<file path="src/rtl/nibble_serial_add_ctrl_pkg.sv">
// Shared types and constants for the nibble-serial add/subtract sequencer.
// The FSM walks IDLE -> RUN (one nibble per cycle) -> DONE -> IDLE.
package nibble_serial_add_ctrl_pkg;

    localparam int NIBBLE_W = 4;

    typedef enum logic [1:0] {
        IDLE = 2'd0,
        RUN  = 2'd1,
        DONE = 2'd2
    } state_t;

endpackage

</file>
<file path="src/rtl/nibble_serial_add_ctrl_if.sv">
// Requester handshake plus the shared nibble-adder datapath connection.
// The master side is the requester together with the external adder cell.
interface nibble_serial_add_ctrl_if
    import nibble_serial_add_ctrl_pkg::*;
#(
    parameter int WORDS = 4
) ();

    logic                      start;
    logic                      sub;
    logic                      cin;
    logic [NIBBLE_W*WORDS-1:0] op_a;
    logic [NIBBLE_W*WORDS-1:0] op_b;
    logic                      busy;
    logic                      done;
    logic [NIBBLE_W*WORDS-1:0] result;
    logic                      cout;
    logic                      ovf;

    logic [NIBBLE_W-1:0]       add_a;
    logic [NIBBLE_W-1:0]       add_b;
    logic                      add_cin;
    logic [NIBBLE_W-1:0]       add_s;
    logic                      add_cout;

    modport master (
        output start, sub, cin, op_a, op_b, add_s, add_cout,
        input  busy, done, result, cout, ovf, add_a, add_b, add_cin
    );

    modport slave (
        input  start, sub, cin, op_a, op_b, add_s, add_cout,
        output busy, done, result, cout, ovf, add_a, add_b, add_cin
    );

endinterface

</file>
<file path="src/rtl/nibble_serial_add_ctrl.sv">
// Time-multiplexes one external 4-bit adder cell over WORDS cycles, LSB nibble
// first, to add or subtract two 4*WORDS-bit operands.
module nibble_serial_add_ctrl
    import nibble_serial_add_ctrl_pkg::*;
#(
    parameter int WORDS = 4
) (
    input  logic                   clk,
    input  logic                   rst_n,
    nibble_serial_add_ctrl_if.slave bus
);

    localparam int W     = NIBBLE_W * WORDS;
    localparam int IDX_W = (WORDS > 1) ? $clog2(WORDS) : 1;

    state_t             state_q, state_d;
    logic [W-1:0]       a_q, b_q, result_q;
    logic               sub_q, carry_q, cout_q, ovf_q;
    logic [IDX_W-1:0]   idx_q;
    logic               last_nibble;
    logic               accept;
    logic [NIBBLE_W-1:0] a_nib, b_nib;

    assign last_nibble = (idx_q == IDX_W'(WORDS - 1));
    assign accept      = (state_q == IDLE) && bus.start;
    assign a_nib       = a_q[{idx_q, 2'b00} +: NIBBLE_W];
    assign b_nib       = b_q[{idx_q, 2'b00} +: NIBBLE_W];

    // NOTE: every output of a combinational block gets a default first, so no path leaves it unassigned and no latch is inferred.
    always_comb begin
        state_d = state_q;
        unique case (state_q)
            IDLE:    if (bus.start) state_d = RUN;
            RUN:     if (last_nibble) state_d = DONE;
            DONE:    state_d = IDLE;
            default: state_d = IDLE;
        endcase
    end

    // The adder is only driven while a nibble is in flight; otherwise it sees zeros.
    always_comb begin
        bus.add_a   = '0;
        bus.add_b   = '0;
        bus.add_cin = 1'b0;
        if (state_q == RUN) begin
            bus.add_a   = a_nib;
            bus.add_b   = b_nib ^ {NIBBLE_W{sub_q}};
            bus.add_cin = carry_q;
        end
    end

    // NOTE: operand registers carry no reset; they are always reloaded at accept before being read.
    always_ff @(posedge clk) begin
        if (accept) begin
            a_q   <= bus.op_a;
            b_q   <= bus.op_b;
            sub_q <= bus.sub;
        end
    end

    // NOTE: sequential state uses non-blocking assignments so all registers update together at the edge.
    always_ff @(posedge clk) begin
        if (!rst_n) begin
            state_q  <= IDLE;
            result_q <= '0;
            cout_q   <= 1'b0;
            ovf_q    <= 1'b0;
            idx_q    <= '0;
            carry_q  <= 1'b0;
        end else begin
            state_q <= state_d;
            if (accept) begin
                carry_q  <= bus.cin ^ bus.sub;
                idx_q    <= '0;
                result_q <= '0;
            end else if (state_q == RUN) begin
                result_q[{idx_q, 2'b00} +: NIBBLE_W] <= bus.add_s;
                carry_q <= bus.add_cout;
                idx_q   <= idx_q + 1'b1;
                if (last_nibble) begin
                    cout_q <= bus.add_cout;
                    ovf_q  <= (a_q[W-1] == (b_q[W-1] ^ sub_q)) &&
                              (bus.add_s[NIBBLE_W-1] != a_q[W-1]);
                end
            end
        end
    end

    assign bus.busy   = (state_q == RUN);
    assign bus.done   = (state_q == DONE);
    assign bus.result = result_q;
    assign bus.cout   = cout_q;
    assign bus.ovf    = ovf_q;

endmodule

</file>
<file path="src/flat_wrapper.sv">
// flat-port wrapper written by rule: the top's interface ports become plain ports
module nibble_serial_add_ctrl_flat import nibble_serial_add_ctrl_pkg::*;
#(
    parameter int WORDS = 4
)
  (clk, rst_n, bus_start, bus_sub, bus_cin, bus_op_a, bus_op_b, bus_add_s, bus_add_cout, bus_busy, bus_done, bus_result, bus_cout, bus_ovf, bus_add_a, bus_add_b, bus_add_cin);
  nibble_serial_add_ctrl_if #(.WORDS(WORDS)) bus_i ();
  input  logic clk;
  input  logic rst_n;
  input wire logic [$bits(bus_i.start)-1:0] bus_start;
  input wire logic [$bits(bus_i.sub)-1:0] bus_sub;
  input wire logic [$bits(bus_i.cin)-1:0] bus_cin;
  input wire logic [$bits(bus_i.op_a)-1:0] bus_op_a;
  input wire logic [$bits(bus_i.op_b)-1:0] bus_op_b;
  input wire logic [$bits(bus_i.add_s)-1:0] bus_add_s;
  input wire logic [$bits(bus_i.add_cout)-1:0] bus_add_cout;
  output wire logic [$bits(bus_i.busy)-1:0] bus_busy;
  output wire logic [$bits(bus_i.done)-1:0] bus_done;
  output wire logic [$bits(bus_i.result)-1:0] bus_result;
  output wire logic [$bits(bus_i.cout)-1:0] bus_cout;
  output wire logic [$bits(bus_i.ovf)-1:0] bus_ovf;
  output wire logic [$bits(bus_i.add_a)-1:0] bus_add_a;
  output wire logic [$bits(bus_i.add_b)-1:0] bus_add_b;
  output wire logic [$bits(bus_i.add_cin)-1:0] bus_add_cin;
  assign bus_i.start = bus_start;
  assign bus_i.sub = bus_sub;
  assign bus_i.cin = bus_cin;
  assign bus_i.op_a = bus_op_a;
  assign bus_i.op_b = bus_op_b;
  assign bus_i.add_s = bus_add_s;
  assign bus_i.add_cout = bus_add_cout;
  assign bus_busy = bus_i.busy;
  assign bus_done = bus_i.done;
  assign bus_result = bus_i.result;
  assign bus_cout = bus_i.cout;
  assign bus_ovf = bus_i.ovf;
  assign bus_add_a = bus_i.add_a;
  assign bus_add_b = bus_i.add_b;
  assign bus_add_cin = bus_i.add_cin;
  nibble_serial_add_ctrl #(.WORDS(WORDS)) u_core (.clk(clk), .rst_n(rst_n), .bus(bus_i));
endmodule
</file>
<file path="config.mk">
export PLATFORM = sky130hd
export DESIGN_NAME = nibble_serial_add_ctrl_flat
export DESIGN_NICKNAME = d
export VERILOG_FILES = /design/src/rtl/nibble_serial_add_ctrl_pkg.sv /design/src/rtl/nibble_serial_add_ctrl_if.sv /design/src/rtl/nibble_serial_add_ctrl.sv /design/src/flat_wrapper.sv
export SDC_FILE = /design/constraint.sdc
export NUM_CORES = 1
export LEC_CHECK = 0
export BUFFER_PORTS_ARGS = -buffer_cell sky130_fd_sc_hd__buf_4
export CORE_MARGIN = 2
export CORE_UTILIZATION = 30
export CTS_CLUSTER_SIZE = 25
export DETAILED_ROUTE_END_ITERATION = 10
export SYNTH_ARGS = -nofsm -noshare
export SYNTH_HDL_FRONTEND = slang
export SYNTH_SLANG_ARGS = --single-unit
</file>
<file path="constraint.sdc">
create_clock -name clk -period 7.6 [get_ports clk]
set_input_delay 1.14 -clock clk [delete_from_list [all_inputs] [get_ports clk]]
set_output_delay 1.14 -clock clk [all_outputs]
set_load 0.01 [all_outputs]
</file>
==> metrics.md, run 1 <==
| Metric | Value |
|---|---|
| Initial DRC count | 78 |
| Post-synth EDFFs | 33 |
| Synth warn | 0 |
| Share of synthesized registers carrying an async set or reset | 0% |
| CP Max Fanout | 17 |
| Sequential Power Share | 57.2% |
| Max-Slew Margin vs Limit | 38.4% |
| Die height | 93.5 µm |
| Largest cells by area after synthesis | edfxtp_1, dfxtp_1, mux4_1 |
| Initial core utilization | 31.1% |
| FF+latch area | 1450 µm² |
| Fillers | 751 |
| CTS Sinks | 56 |
| Worst Setup Slack, final | 4130 ps |
| ANT nets after route | 0 |
| CTS tree | done |
| Crit path kind | flip-flop to output pin |
| Die footprint | 8750 µm² |
| Dominant cell type by area after synthesis | edfxtp_1 |
| DRT Pass-1 Iters | 4 |
| Port buffer count | 70 |
| Setup-failing EPs final | 0 |
| Clock transition at the registers of the reported paths | 90 ps |
| Die X | 93.5 µm |
| Top cell type's share of synthesized area | 41.2% |
| CTS Hold Buffers Added | 0 |
| Final min period | 3470 ps |
| Slowest-stage cell, CP | dfxtp_1 |
| Core area | 7730 µm² |
| Initial antenna violation count | 0 |
| Worst hold slack | 461 ps |
| CP endpoint kind | output pin |
| Setup crit start kind | flip-flop |
| Htree depth | 2 |
| Tcrit/Tclk final | 45.6% |
| Setup slack at placement | 4450 ps |
| Internal power of the cells | 0.470 mW |
| Clock share of power | 32.0% |
| Post-layout nets | 299 |
| Cts repair resizes | 0 |
| Final setup TNS | 0 ps |
| Max IR drop VDD | 0.101 mV |
| Area occupied by multi-input gates | 878 µm² |
| Worst-Skew Late Latency | 300 ps |
| Sw Pwr | 0.134 mW |
| Hold Crit Class | flip-flop to flip-flop |
| Pleak | 1.19 nW |
| Status | finished, final reports clean |
| Routed wire length | 4.93 mm |
| Skew final | 6.08 ps |
| Post-CTS Setup Inserts | 0 |
| Synth Flop Type | edfxtp_1 |
| Gr usage total | 11.6% |
| Max-Cap Viols | 0 |
| Critical Path Max Stage Delay | 940 ps |
| # IOs | 71 |
| Req. time, crit path | 6460 ps |
| Vias | 1602 |
| Max Slew Vio Count | 0 |
| Routed WL per cell | 13.9 µm |
| RSZ-0062 raised after global routing | no |
| Combinational share of power | 10.9% |
| Grt total ovfl | 0 |
| First-pass GRT wire length | 7.96 mm |
| Final Hold Vio Count | 0 |
| Switching fraction of total power | 22.1% |
| Sequential area share after synthesis | 60.4% |
| # placed instances | 346 |
| Top cells by instance count after synthesis | edfxtp_1, dfxtp_1, nand2_1 |
| Count of cell types in the netlist | 30 |
| Fin cells | 354 |
| Vias in the first global route | 1643 |
| N_diodes | 0 |
| Final core utilization | 40.3% |
| Max Buffers Root-to-Sink | 2 |
| Measured slew at the worst slew-check pin | 923 ps |
| Synthesized net count | 230 |
| Critical path, cell by cell | mux4_1 -> xnor2_1 -> nor2_1 -> buf_4 |
| Fmax | 0.288 GHz |
| Synthesized area per cell | 13.2 µm² |
| Cells after synthesis | 182 |
| WP data arrival | 2330 ps |
| DRC violations left | 0 |
| Overall Power | 0.604 mW |
| Pwr/cell area | 194 nW/µm² |
| Largest net degree at the start of global routing | 36 |
| Fraction of layout cells with a size suffix above 1 | 34.5% |
| GP Congestion | 0.762 |
| Most frequent cell after synthesis | edfxtp_1 |
| Area Overhead vs Synth | 29.4% |
| CTS root buf | clkbuf_8 |
| Placement row count | 32 |
| Synth Cell Area | 2400 µm² |
| Post-DP Area | 3000 µm² |
| Via density | 4.53 |
| DP HPWL | 3.60 mm |
| Layout Cell Area excl Fill | 3110 µm² |
| Synth Register Bits | 56 |
| Cts bufs inserted | 5 |
## path summary, 6_finish.rpt
| path | slack, ps | end | startpoint | cells after the start |
|---|---|---|---|---|
| setup / recovery | 4130 | bus_add_b[2] | u_core.idx_q[0] | 4 |
| hold / removal | 460 | u_core.bus.result[5] | u_core.bus.result[5] | 2 |
| setup reg to reg | 5160 | u_core.bus.result[3] | u_core.idx_q[0] | 5 |
| hold reg to reg | 460 | u_core.bus.result[5] | u_core.bus.result[5] | 2 |
## flip-flops by register name, indices dropped and copies added, names as in the netlist
register           count
u_core.a_q            16
u_core.b_q            16
u_core.bus.result     16
u_core.idx_q           2
u_core.state_q         2
u_core.bus.cout        1
u_core.bus.ovf         1
u_core.carry_q         1
u_core.sub_q           1
## layer usage
metal  global-route usage (%)  wire, µm  part of all wire [%]  vias up
li1                         -         -                     -      798
met1                     14.3      2070                    42      749
met2                     19.8      2480                    50       51
met3                     3.87       355                   7.2        4
met4                     2.54        22                  0.45        0
met5                        0         0                     0        -
## layout make-up
cell class / instances / share of cell area [%]
tap: 102 / 4.10
multi-input combinational: 114 / 28.2
inverter: 3 / 0.362
timing repair buffer: 71 / 17.1
clock buffer: 5 / 2.21
sequential: 56 / 46.6
clock inverter: 3 / 1.37
## critical path: cells and delay by family, from the launching register on
family                    cells  cell delay [ps]
xor gates and xnor gates      1              140
buffers and inverters         1              140
muxes                         1              670
and+or+nand+nor               1              130
DFF                           1              940
## power groups by stage
| stage | Sequential (mW) | Combinational (mW) | Clock [mW] |
|---|---|---|---|
| floorplan | 0.348 | 0.0404 | 0 |
| global placement | 0.352 | 0.0655 | 0 |
| detailed placement | 0.353 | 0.0663 | 0 |
| CTS | 0.346 | 0.0666 | 0.200 |
| global route | 0.347 | 0.0715 | 0.216 |
| finish | 0.345 | 0.0655 | 0.193 |
## layout by cell type, fill, tap and decap left out, types with 2 or more instances in the layout
master / Yosys / routed
a21oi_1: 20 / 20
and2_1: 6 / 6
and3b_1: 5 / 5
buf_4: 2 / 71
clkbuf_8: 0 / 5
dfxtp_1: 23 / 23
edfxtp_1: 33 / 33
ha_1: 6 / 6
inv_1: 3 / 3
mux2i_1: 2 / 2
mux4_1: 4 / 4
mux4_2: 4 / 4
nand2_1: 21 / 21
nand2b_1: 2 / 2
nand3_1: 16 / 16
nand3b_1: 4 / 4
nor2_1: 5 / 5
nor2b_1: 4 / 4
nor4b_4: 2 / 2
xnor2_1: 5 / 5
## kinds of logic (layout without fill, tap and decap cells)
group                    count (synthesis)  after routing  share of synthesized area, %
buffers and inverters                   12             82                          3.33
AO/OA/AOI/OAI                           24             24                          5.36
XOR/XNOR                                 6              6                          2.19
adder cells (fa/ha/maj)                  6              6                          3.12
flip-flops                              56             56                          60.4
AND/OR/NAND/NOR                         68             68                          16.7
multiplexers                            10             10                          8.95
No activity file was read; power rests on OpenSTA's default activity.
==> run 2: changes to the inputs <==
- clock period: 7.6 -> 3.2 ns (I/O delays scaled with it)
==> run 2 against run 1 <==
Compared with the run above:
- design area is 0.20% lower
- sequential share of layout area is 0.094 points higher
- clock-buffer cell count unchanged
- hold slack worse by 120 ps
- core utilization decreased by 0.081 points
- flip-flop and latch count stayed put
- combinational power up 140%
==> metrics.md, run 2 (synthesized netlist as in run 1, its figures left out) <==
| Metric | Value |
|---|---|
| Setup crit start kind | flip-flop |
| Routed WL per cell | 13.4 µm (-4.0%) |
| Max Buffers Root-to-Sink | 2 (unchanged) |
| Worst hold slack | 344 ps (-117 ps) |
| CTS Hold Buffers Added | 0 (unchanged) |
| Htree depth | 2 (unchanged) |
| Routed wire length | 4.74 mm (-3.7%) |
| Post-CTS Setup Inserts | 0 (unchanged) |
| Critical path, cell by cell | mux4_1 -> xnor2_1 -> nor2_1 -> buf_4 |
| Met2 Use GR | 19.0% (-0.84 points) |
| Die X | 93.5 µm (unchanged) |
| Hold Crit Class | input pin to flip-flop |
| Core area | 7730 µm² (unchanged) |
| Req. time, crit path | 2720 ps (-3740 ps) |
| Max IR drop VDD | 0.214 mV (+110%) |
| Max-Slew Margin vs Limit | 51.6% (+13 points) |
| Global-route met1 utilization | 14.1% (-0.22 points) |
| Buf+Inv Stages, Crit Path | 1 (unchanged) |
| Die height | 93.5 µm (unchanged) |
| R2r setup slk | 920 ps (-4240 ps) |
| Fraction of layout cells with a size suffix above 1 | 35.2% (+0.65 points) |
| Initial DRC count | 27 (-65%) |
| RSZ-0062 raised after global routing | no |
| Crit path kind | flip-flop to output pin |
| Worst Reg-to-Reg Cells | 6 (+1) |
| Final min period | 2510 ps |
| Vias | 1629 (+1.7%) |
| Status | finished, final reports clean |
| Port buffer count | 70 (unchanged) |
| DRC violations left | 0 (unchanged) |
| GP Congestion | 0.732 (-3.9%) |
| Placement row count | 32 (unchanged) |
| N_diodes | 0 (unchanged) |
| DP HPWL | 3.53 mm (-1.8%) |
| Gr busiest metal | met2 |
| CP endpoint kind | output pin |
| Delay-heaviest family, CP | flip-flops |
| Post-layout nets | 300 (+0.33%) |
| CP Max Fanout | 9 (-8) |
| WP data arrival | 2030 ps (-300 ps) |
| CTS tree | done |
| Via density | 4.59 (+1.4%) |
| Tcrit/Tclk final | 78.3% |
| Area Overhead vs Synth | 29.2% |
| Most common cell after layout, fill and taps aside | buf_4 |
| # IOs | 71 (unchanged) |
| Pleak | 1.19 nW (-0.10%) |
| Skew final | 9.76 ps (+3.68 ps) |
| Grt total ovfl | 0 (unchanged) |
| Critical Path Max Stage Delay | 670 ps (-270 ps) |
| Initial antenna violation count | 0 (unchanged) |
| Largest net degree at the start of global routing | 35 (-2.8%) |
| First-pass GRT wire length | 7.71 mm (-3.1%) |
| Reg-to-Reg Start | u_core.idx_q[0] |
| ANT nets after route | 0 (unchanged) |
| Initial core utilization | 31.1% (unchanged) |
| Worst hold endpoint | u_core.b_q[4] |
| Most frequent cells in the layout | buf_4, edfxtp_1, dfxtp_1 |
| Gr usage total | 11.3% (-0.35 points) |
| Measured slew at the worst slew-check pin | 727 ps (-197 ps) |
| GR Layer Usage met3 | 3.95% (+0.081 points) |
| Max-Cap Viols | 0 (unchanged) |
| Max Slew Vio Count | 0 (unchanged) |
| CTS Sinks | 56 (unchanged) |
| CTS root buf | clkbuf_8 |
| Setup-failing EPs final | 0 (unchanged) |
| DRT Pass-1 Iters | 4 (unchanged) |
| Final Hold Vio Count | 0 (unchanged) |
| Hold path start | bus_op_b[4] |
| Pwr/cell area | 439 nW/µm² (+130%) |
| Slowest-stage cell, CP | dfxtp_1 |
| Clock transition at the registers of the reported paths | 100 ps (about the same) |
| Vias in the first global route | 1643 (unchanged) |
| Hold path cells | 1 (-1) |
| Final setup TNS | 0 ps (unchanged) |
| Cts bufs inserted | 5 (unchanged) |
| Fmax | 0.399 GHz |
| Worst-Skew Late Latency | 300 ps (about the same) |
| Reg2reg end | u_core.bus.result[2] |
| Die footprint | 8750 µm² (unchanged) |
| Cts repair resizes | 0 (unchanged) |
==> run 2: cell count changes in the layout (fill, tap and decap cells not counted), sizes merged <==
cell / before / now
buf: 71 / 72
bufinv: 1 / 0
inv: 3 / 4
==> run 2: how the worst max path moves through the flow <==
stage	startpoint	endpoint	slack (ps)	cells past startpoint
3_3_place_gp	u_core.idx_q[0]	bus_add_b[0]	990	4
4_1_cts	u_core.idx_q[0]	bus_add_b[1]	630	4
2_1_floorplan	bus_start	u_core.bus.result[10]	670	5
3_5_place_dp	u_core.idx_q[0]	u_core.bus.result[2]	910	6
6_report	u_core.idx_q[0]	bus_add_b[1]	690	4
5_1_grt	u_core.idx_q[0]	bus_add_b[1]	510	4
==> run 2: power by group <==
part | switching (mW) | internal (mW)
clock | 0.231 | 0.157
sequential | 0.0178 | 0.800
combinational | 0.0722 | 0.0868
==> run 2: area by class of cell <==
class	instances	area, µm²
inverters	3	11.3
fillers	740	4620
flip-flops and latches	56	1450
clock buffers	5	68.8
repair buffers	72	541
well taps	102	128
multi-input cells	114	885
clock inverters	3	22.5
==> run 2: metal layers <==
metal | vias up | routed length (µm)
met1 | 777 | 2020
met3 | 2 | 347
met2 | 51 | 2370
li1 | 799 | -
met5 | - | 0
met4 | 0 | 8
==> run 2: metrics by stage <==
step	power [mW]	instances	worst slack, ps	util, %	area, µm²
floorplan	0.921	182	670	-	2410
global placement	0.993	347	995	39.0	3020
detailed placement	0.997	347	909	39.0	3020
CTS	1.39	355	632	40.2	3110
global route	1.43	355	511	40.2	3110
finish	1.37	355	694	40.2	3110
